$ cat config.mk
export PLATFORM = sky130hd
export DESIGN_NAME = xmerge_rr
export DESIGN_NICKNAME = d
export VERILOG_FILES = /design/src/rtl/xmerge_rr_pkg.sv /design/src/rtl/xmerge_rr_arb.sv /design/src/rtl/xmerge_rr.sv
export SDC_FILE = /design/constraint.sdc
export NUM_CORES = 1
export LEC_CHECK = 0
export ABC_AREA = 0
export CAP_MARGIN = 20
export CORE_AREA = 2 2 197 199
export CTS_CLUSTER_DIAMETER = 30
export DETAILED_ROUTE_END_ITERATION = 8
export DIE_AREA = 0 0 199 201
export PLACE_DENSITY = 0.43
export SETUP_SLACK_MARGIN = 0.3
export SLEW_MARGIN = 40
export SYNTH_ARGS = -nofsm -noshare
export SYNTH_HDL_FRONTEND = slang
export SYNTH_SLANG_ARGS = --single-unit
$ cat constraint.sdc
create_clock -name clk_i -period 2.8 [get_ports clk_i]
set_clock_uncertainty 0.05 [all_clocks]
set_input_delay 0.42 -clock clk_i [delete_from_list [all_inputs] [get_ports clk_i]]
set_output_delay 0.42 -clock clk_i [all_outputs]
set_load 0.05 [all_outputs]
$ cat src/rtl/xmerge_rr_pkg.sv
// Shared state type and slave-index width helper for the xmerge_rr round-robin merge.
package xmerge_rr_pkg;

  typedef enum logic {
    IDLE = 1'b0,
    BUSY = 1'b1
  } arb_state_e;

  function automatic int slv_width(input int n);
    return (n > 1) ? $clog2(n) : 1;
  endfunction

endpackage

$ cat src/rtl/xmerge_rr_arb.sv
// Per-channel round-robin arbiter: IDLE/BUSY grant lock, rotating pointer and,
// when XMERGE_RR_LAST_CHECK_EN is defined, a beat counter that flags last mismatches.
module xmerge_rr_arb
  import xmerge_rr_pkg::*;
#(
  parameter int N_SLAVES = 4,
  parameter int LEN_W    = 8,
  parameter int SLV_W    = slv_width(N_SLAVES)
) (
  input  logic                      clk_i,
  input  logic                      rst_i,
  input  logic [N_SLAVES-1:0]       req,
  input  logic [LEN_W*N_SLAVES-1:0] len_all,
  input  logic                      xfer,
  input  logic                      last,
  output logic                      busy,
  output logic [SLV_W-1:0]          grant,
  output logic                      err
);

  arb_state_e       state;
  logic [SLV_W-1:0] rr_ptr;
  logic [SLV_W-1:0] pick;
  logic [SLV_W-1:0] cand;
  logic [SLV_W-1:0] next_ptr;
  logic             found;

  // First requester at or after rr_ptr, scanning upward with wrap.
  always_comb begin
    found = 1'b0;
    pick  = '0;
    cand  = '0;
    for (int i = 0; i < N_SLAVES; i++) begin
      cand = SLV_W'((int'(rr_ptr) + i) % N_SLAVES);
      if (!found && req[cand]) begin
        found = 1'b1;
        pick  = cand;
      end
    end
  end

  assign next_ptr = (grant == SLV_W'(N_SLAVES - 1)) ? '0 : grant + 1'b1;

  always_ff @(posedge clk_i) begin
    if (rst_i) begin
      state  <= IDLE;
      rr_ptr <= '0;
      grant  <= '0;
    end else begin
      case (state)
        IDLE: begin
          if (found) begin
            grant <= pick;
            state <= BUSY;
          end
        end
        BUSY: begin
          if (xfer && last) begin
            state  <= IDLE;
            rr_ptr <= next_ptr;
          end
        end
        default: state <= IDLE;
      endcase
    end
  end

  assign busy = (state == BUSY);

`ifdef XMERGE_RR_LAST_CHECK_EN
  logic [LEN_W-1:0] len_q;
  logic [LEN_W-1:0] beat_cnt;
  logic             err_q;

  // Last must coincide exactly with the beat whose index equals the latched len.
  always_ff @(posedge clk_i) begin
    if (rst_i) begin
      len_q    <= '0;
      beat_cnt <= '0;
      err_q    <= 1'b0;
    end else if (state == IDLE) begin
      if (found) begin
        len_q    <= len_all[pick*LEN_W +: LEN_W];
        beat_cnt <= '0;
      end
    end else if (xfer) begin
      if (last != (beat_cnt == len_q)) begin
        err_q <= 1'b1;
      end
      beat_cnt <= beat_cnt + 1'b1;
    end
  end

  assign err = err_q;
`else
  logic unused_len;
  assign unused_len = ^len_all;
  assign err        = 1'b0;
`endif

endmodule

$ cat src/rtl/xmerge_rr.sv
// Round-robin N-to-1 merge of Versat memory requests onto independent master read/write
// channels. Optional last-beat checking is enabled with XMERGE_RR_LAST_CHECK_EN.
module xmerge_rr
  import xmerge_rr_pkg::*;
#(
  parameter int ADDR_W   = 32,
  parameter int DATA_W   = 32,
  parameter int N_SLAVES = 4,
  parameter int LEN_W    = 8
) (
  input  logic                             clk_i,
  input  logic                             rst_i,
  input  logic [N_SLAVES-1:0]              s_valid_i,
  output logic [N_SLAVES-1:0]              s_ready_o,
  output logic [N_SLAVES-1:0]              s_last_o,
  input  logic [ADDR_W*N_SLAVES-1:0]       s_addr_i,
  input  logic [DATA_W*N_SLAVES-1:0]       s_wdata_i,
  input  logic [(DATA_W/8)*N_SLAVES-1:0]   s_wstrb_i,
  input  logic [LEN_W*N_SLAVES-1:0]        s_len_i,
  output logic [DATA_W-1:0]                s_rdata_o,
  output logic                             m_wvalid_o,
  output logic [ADDR_W-1:0]                m_waddr_o,
  output logic [DATA_W-1:0]                m_wdata_o,
  output logic [DATA_W/8-1:0]              m_wstrb_o,
  output logic [LEN_W-1:0]                 m_wlen_o,
  input  logic                             m_wready_i,
  input  logic                             m_wlast_i,
  output logic                             m_rvalid_o,
  output logic [ADDR_W-1:0]                m_raddr_o,
  output logic [LEN_W-1:0]                 m_rlen_o,
  input  logic                             m_rready_i,
  input  logic                             m_rlast_i,
  input  logic [DATA_W-1:0]                m_rdata_i,
  output logic                             w_busy_o,
  output logic                             r_busy_o,
  output logic                             err_o
);

  localparam int SLV_W  = slv_width(N_SLAVES);
  localparam int STRB_W = DATA_W / 8;

  logic [N_SLAVES-1:0] w_req, r_req;
  logic [SLV_W-1:0]    w_grant, r_grant;
  logic                w_busy, r_busy, w_err, r_err;

  // A request with any strobe bit set belongs to the write channel, otherwise to read.
  always_comb begin
    w_req = '0;
    r_req = '0;
    for (int k = 0; k < N_SLAVES; k++) begin
      w_req[k] = s_valid_i[k] & (|s_wstrb_i[k*STRB_W +: STRB_W]);
      r_req[k] = s_valid_i[k] & ~(|s_wstrb_i[k*STRB_W +: STRB_W]);
    end
  end

  xmerge_rr_arb #(.N_SLAVES(N_SLAVES), .LEN_W(LEN_W), .SLV_W(SLV_W)) w_arb (
    .clk_i   (clk_i),
    .rst_i   (rst_i),
    .req     (w_req),
    .len_all (s_len_i),
    .xfer    (m_wvalid_o & m_wready_i),
    .last    (m_wlast_i),
    .busy    (w_busy),
    .grant   (w_grant),
    .err     (w_err)
  );

  xmerge_rr_arb #(.N_SLAVES(N_SLAVES), .LEN_W(LEN_W), .SLV_W(SLV_W)) r_arb (
    .clk_i   (clk_i),
    .rst_i   (rst_i),
    .req     (r_req),
    .len_all (s_len_i),
    .xfer    (m_rvalid_o & m_rready_i),
    .last    (m_rlast_i),
    .busy    (r_busy),
    .grant   (r_grant),
    .err     (r_err)
  );

  // The granted slave's live signals pass straight through, so a dropped valid stalls the burst.
  always_comb begin
    m_wvalid_o = 1'b0;
    m_waddr_o  = '0;
    m_wdata_o  = '0;
    m_wstrb_o  = '0;
    m_wlen_o   = '0;
    m_rvalid_o = 1'b0;
    m_raddr_o  = '0;
    m_rlen_o   = '0;
    s_ready_o  = '0;
    s_last_o   = '0;
    if (w_busy) begin
      m_wvalid_o         = s_valid_i[w_grant];
      m_waddr_o          = s_addr_i[w_grant*ADDR_W +: ADDR_W];
      m_wdata_o          = s_wdata_i[w_grant*DATA_W +: DATA_W];
      m_wstrb_o          = s_wstrb_i[w_grant*STRB_W +: STRB_W];
      m_wlen_o           = s_len_i[w_grant*LEN_W +: LEN_W];
      s_ready_o[w_grant] = m_wready_i;
      s_last_o[w_grant]  = m_wlast_i;
    end
    if (r_busy) begin
      m_rvalid_o         = s_valid_i[r_grant];
      m_raddr_o          = s_addr_i[r_grant*ADDR_W +: ADDR_W];
      m_rlen_o           = s_len_i[r_grant*LEN_W +: LEN_W];
      s_ready_o[r_grant] = s_ready_o[r_grant] | m_rready_i;
      s_last_o[r_grant]  = s_last_o[r_grant] | m_rlast_i;
    end
  end

  assign s_rdata_o = m_rdata_i;
  assign w_busy_o  = w_busy;
  assign r_busy_o  = r_busy;
  assign err_o     = w_err | r_err;

endmodule

==> metrics.txt, run 1 <==
delay of the slowest cell on the worst path about 0.53 ns; combinational power share 0.816; Via Count between 5000 and 6000; Post-synth ARST share 0; Worst-path clk slew ~0.040 ns; hold_ws between 0.4 and 0.5 ns; gr usage total 0.130; number of synthesized register bits 10; Post-Place Worst Slack roughly 0.19 ns; worst-margin pin slew around 0.63 ns; Detail Route Antenna Nets 0; clk_lat worst skew roughly 0.23 ns; most frequent cell after synthesis and2_1; Tmin final 2.48 ns; CP cell instances inv_1 > ha_1 > mux4_2 > a21oi_4 > buf_6 > o21ai_4 > buf_4; cts hold-fix bufs 0; TritonCTS Buffers 3; initial antenna violation count 1; Critical Path RT 2.33 ns; crit-path max FO 7; power share of the sequential group 0.072; setup TNS 0 ns; initial core utilization 0.123; Sw Pwr about 1 mW; most frequent cells after synthesis and2_1 (122), mux4_2 (118), buf_4 (33); crit path capture type primary output; max-slew violations 0; DRT Wirelength approximately 27 mm; Final Hold Vio Count 0; final instance area about 9600 sq um; DRT Pass-1 Iters 4; Critical Path AT 2.01 ns; Max Cap Viol 0; Synth area leaders mux4_2 (57%), and2_1 (16%), buf_4 (5.3%); Die Area 40000 sq um; vias in the first global route a little under 6000; total congestion overflow 0; setup violators final 0; wire length per cell between 20 and 25 um; Hold Path Class reg -> reg; yosys warns 0; core area approximately 38000 sq um; CTS tree done; syn_area_per_cell 11.0 sq um; n_diodes 0; H-tree Lvls 1; post-synth top area cell mux4_2; Final nets between 1000 and 1500; share of cells above drive strength 1 0.365; status finished, final reports clean; IO Pins approximately 500; number of synthesized flops with an enable pin 0; largest net degree at the start of global routing 53; max_slew headroom 0.581; CTS Sinks 10; Seq/Total Area, Yosys 0.0426; worst setup margin around 0.32 ns; Core Util, Final 0.252; DRC violations left 0; critical path's top delay family multiplexers; Syn Inst Count about 430; Int Pwr between 1 and 1.5 mW; crit path max-delay cell type mux4_2; first-pass GRT wire length ~39 mm; gpl congestion 0.811; Root Driver clkbuf_16; CP bufs+invs 3; Port Buf Inserts 441; CTS Buffer Depth 2; post-synthesis instance area about 4700 sq um; Row Count around 70; die width between 150 and 200 um; Die H roughly 200 um; leakage power 3.42 nW; Crit Path Class reg -> out; Area Overhead vs Synth 104%; power per cell area ~240 nW/um^2; DPL Wire Length roughly 22 mm; placed inst area between 9000 and 10000 sq um; CP Launch Type register; fmax between 400 and 500 MHz; Max IR drop VDD about 0.00014 V; switching share of total power 0.442; Synth cell types 36; fin crit share 0.884; synthesized net count approximately 800; top cell type's share of synthesized area 0.565; Clock power frac 0.112; Vias/cell 4.06; Primary FF master, synth dfxtp_1; RSZ-0062 raised after global routing true; DR iter-0 viols slightly below 200
==> state kept, by name, summed over array words and instances (netlist names) <==
register / cells
r_arb.busy: 1
r_arb.grant: 2
r_arb.rr_ptr: 2
w_arb.busy: 1
w_arb.grant: 2
w_arb.rr_ptr: 2
==> what timing repair did <==
item                                    CTS  global route
pin swaps                                 1             1
gates resized for setup                   1            12
endpoints found under the setup margin   43            48
cloned                                    0             1
setup buffers                             4             8
==> worst paths after layout <==
kind / startpoint / endpoint / slack [ns] / cells after the start
max: w_arb.grant[1]$_SDFFE_PP0P_ / s_ready_o[1] / 0.32 / 7
min: w_arb.rr_ptr[0]$_SDFFE_PP0P_ / w_arb.rr_ptr[0]$_SDFFE_PP0P_ / 0.45 / 2
max reg2reg: r_arb.grant[0]$_SDFFE_PP0P_ / r_arb.rr_ptr[0]$_SDFFE_PP0P_ / 0.91 / 7
min reg2reg: w_arb.rr_ptr[0]$_SDFFE_PP0P_ / w_arb.rr_ptr[0]$_SDFFE_PP0P_ / 0.45 / 2
==> layout by cell type, fill, tap and decap left out, types with 2 or more instances in the layout <==
cell type | Yosys | layout
a21oi_1 | 9 | 7
a21oi_4 | 0 | 2
a31oi_1 | 3 | 3
and2_1 | 122 | 122
and3b_1 | 2 | 2
buf_12 | 0 | 4
buf_16 | 0 | 3
buf_4 | 33 | 139
buf_6 | 0 | 9
clkbuf_16 | 0 | 4
clkdlybuf4s50_1 | 0 | 315
dfxtp_1 | 10 | 4
dfxtp_2 | 0 | 3
dfxtp_4 | 0 | 3
ha_1 | 8 | 6
ha_2 | 0 | 2
inv_1 | 7 | 6
mux2i_1 | 3 | 3
mux4_2 | 118 | 118
nand2_1 | 9 | 9
nand3_1 | 12 | 12
nor2_1 | 10 | 10
nor4_1 | 3 | 3
o211ai_1 | 2 | 2
o21ai_0 | 12 | 4
o21ai_2 | 0 | 3
o21ai_4 | 0 | 5
o41ai_1 | 2 | 2
or3_1 | 2 | 2
==> layer usage <==
layer,GRT usage,part of all wire
met3,0.0250,0.075
met2,0.233,0.50
met1,0.162,0.41
met4,0.0189,0.010
met5,0,0
==> layout make-up <==
type                    instances  area [sq um]
fillers                      4118         28500
inverters                       7          26.3
flip-flops and latches         10           215
well taps                     518           648
clock buffers                   4          78.8
multi-input cells             332          4140
repair buffers                471          4490
==> power by group through the flow <==
| stage | Combinational (mW) | Sequential, mW | Clock (mW) |
|---|---|---|---|
| floorplan | 1.15 | 0.167 | 0 |
| global placement | 1.86 | 0.169 | 0 |
| detailed placement | 1.86 | 0.169 | 0 |
| CTS | 1.88 | 0.166 | 0.259 |
| global route | 1.98 | 0.166 | 0.268 |
| finish | 1.87 | 0.164 | 0.256 |
==> stage by stage <==
step,std cells,power [mW]
floorplan,426,1.32
global placement,1325,2.02
detailed placement,1325,2.03
CTS,1333,2.30
global route,1342,2.41
finish,1342,2.29
==> worst min-delay path, stage by stage, from the launching register on <==
cell and delay [ns]:
dfxtp_1 0.33, nand2_1 0.07, a21oi_1 0.05
==> cell families (layout without fill, tap and decap cells) <==
family,count (synthesis),in the layout,share of synthesized area
muxes,122,122,0.577
and+or+nand+nor,165,165,0.209
adders and majority gates,8,8,0.0213
buffers and inverters,84,482,0.0974
AOI/OAI and AO/OA,36,36,0.0519
other,1,1,0.000798
DFF,10,10,0.0426
No activity file was read; power rests on OpenSTA's default activity.
==> run 2, diff against run 1 <==
Settings changed: ABC_AREA 0 to unset, CELL_PAD_IN_SITES_DETAIL_PLACEMENT set to 0, CELL_PAD_IN_SITES_GLOBAL_PLACEMENT set to 1, CORE_AREA 2 2 197 199 to 2 2 196 198, DIE_AREA 0 0 199 201 to 0 0 198 200, PLACE_DENSITY 0.43 to 0.6, SLEW_MARGIN 40 to 20.
==> run 2 against run 1 <==
Net effect:
- register-to-register slack got worse by 0.07 ns
- sequential cell count unchanged
- combinational power about the same
- final area decreased by 0.80%
- utilization increased by 0.27 points
- via count decreased by 0.61%
- global-route usage about the same
- critical path depth decreased by 1
==> metrics.txt, run 2 (synthesized netlist as in run 1, its figures left out) <==
setup TNS 0 ns; fillers between 4000 and 5000; share of cells above drive strength 1 0.360; Max IR drop VDD roughly 0.00015 V; gpl congestion a little under 0.8; core area between 30000 and 40000 sq um; first-pass GRT wire length ~38 mm; hold_ws 0.442 ns; fin crit share 0.903; reg2reg start w_arb.grant[1]$_SDFFE_PP0P_; largest net degree at the start of global routing between 40 and 50; max-slew violations 0; Tmin final between 2 and 3 ns; CTS Sinks 10; power share of the sequential group 0.074; DRT Pass-1 Iters 5; CTS tree done; R2R Setup Slk about 0.84 ns; power per cell area 239 nW/um^2; min-delay src w_arb.rr_ptr[0]$_SDFFE_PP0P_; Worst-path clk slew about 0.04 ns; DRT Wirelength about 27 mm; Int Pwr about 1.3 mW; Overall Power between 2 and 2.5 mW; fmax between 300 and 400 MHz; TritonCTS Buffers 3; Root Driver clkbuf_16; vias in the first global route roughly 5900; Detail Route Antenna Nets 0; Vias/cell 4.07; Die Area just under 40000 sq um; worst reg2reg path endpoint w_arb.rr_ptr[1]$_SDFFE_PP0P_; worst-margin pin slew 0.615 ns; H-tree Lvls 1; Die H 200 um; Port Buf Inserts roughly 440; status finished, final reports clean; Row Count roughly 70; DRC violations left 0; Critical Path AT 2.06 ns; setup violators final 0; Hold Path Class reg -> reg; gr usage total 0.129; die width between 150 and 200 um; Area Overhead vs Synth 103%; DR iter-0 viols between 150 and 200; capture point of the critical path s_last_o[3]; total congestion overflow 0; wire length per cell 20.4 um; Max Cap Viol 0; initial antenna violation count 4; Crit Path Class reg -> out; most common cell after layout, fill and taps aside clkdlybuf4s50_1; critical path startpoint w_arb.grant[0]$_SDFFE_PP0P_; IO Pins around 510; Final Hold Vio Count 0; crit path capture type primary output; leakage power 3.39 nW; RSZ-0062 raised after global routing true; DPL Wire Length 22.4 mm; Reg2Reg Depth 5; Sw Pwr roughly 1.0 mW; switching share of total power 0.442; commonest non-fill, non-tap cells in the layout clkdlybuf4s50_1 (315), buf_4 (138), and2_1 (122); CP Launch Type register; Critical Path RT about 2.3 ns; max_slew headroom 0.590; Clock power frac 0.112; Final nets approximately 1200; Via Count between 5000 and 6000; initial core utilization 0.126; crit-path max FO 6; combinational power share 0.814; CTS Buffer Depth 2; clk_lat worst skew 0.24 ns
==> run 2: cell types whose count changed in the layout (fill, tap and decap cells not counted) <==
| cell | delta |
|---|---|
| buf_4 | -1 |
| buf_16 | -1 |
| buf_6 | -3 |
| diode_2 | +1 |
| inv_2 | -1 |
| inv_1 | +1 |
| clkbuf_16 | -1 |
| or4_4 | -1 |
| or4_1 | +1 |
| clkbuf_8 | +2 |
==> run 2: cell type report <==
cell class	count	area, sq um	share of cell area
inverters	7	26.3	0.00276
diodes	1	2.50	0.000263
well taps	511	639	0.0672
repair buffers	467	4420	0.464
clock buffers	4	78.8	0.00828
multi-input cells	332	4140	0.435
flip-flops and latches	10	215	0.0226
==> run 2: critical path, cell delays in order (launching register included) <==
cell	delay, ns
dfxtp_4	0.40
inv_1	0.11
ha_2	0.22
mux4_2	0.53
a21oi_4	0.29
o21ai_4	0.08
buf_4	0.19
==> run 2: what timing repair did <==
action,CTS,global route
resized for setup,8,3
buffers inserted,5,3
gates cloned,0,0
pin swaps,1,1
hold buffers,0,0
endpoints found under the setup margin,56,45
==> run 2: how the worst min path moves through the flow <==
stage | endpoint | cells after the start
floorplan | w_arb.rr_ptr[0]$_SDFFE_PP0P_ | 2
global placement | r_arb.rr_ptr[0]$_SDFFE_PP0P_ | 2
detailed placement | r_arb.rr_ptr[0]$_SDFFE_PP0P_ | 2
CTS | r_arb.rr_ptr[0]$_SDFFE_PP0P_ | 2
finish | w_arb.rr_ptr[0]$_SDFFE_PP0P_ | 2
global route | w_arb.rr_ptr[0]$_SDFFE_PP0P_ | 2
==> run 2: power groups by stage <==
stage               Sequential [mW]  Clock [mW]  Combinational, mW
finish                        0.168       0.255               1.85
global route                  0.170       0.266               1.96
detailed placement            0.171           0               1.86
CTS                           0.169       0.260               1.88
global placement              0.171           0               1.85
floorplan                     0.167           0               1.15
==> run 2: per-layer routing <==
metal  global-route usage  part of all wire  up-vias
li1                     -                 -     2442
met1                0.153              0.39     2678
met2                0.231              0.52      255
met3               0.0365             0.083       39
met4               0.0309             0.016        6
met5                    0            0.0014        -
==> run 2: per-stage QoR <==
step	setup slack (ns)	instances	utilization	instance area, sq um
after floorplan	0.318	426	-	4860
after global placement	0.231	1319	0.249	9320
after detailed placement	0.195	1319	0.249	9320
after CTS	0.266	1328	0.254	9490
after global routing	0.192	1332	0.255	9520
final	0.273	1332	0.255	9520
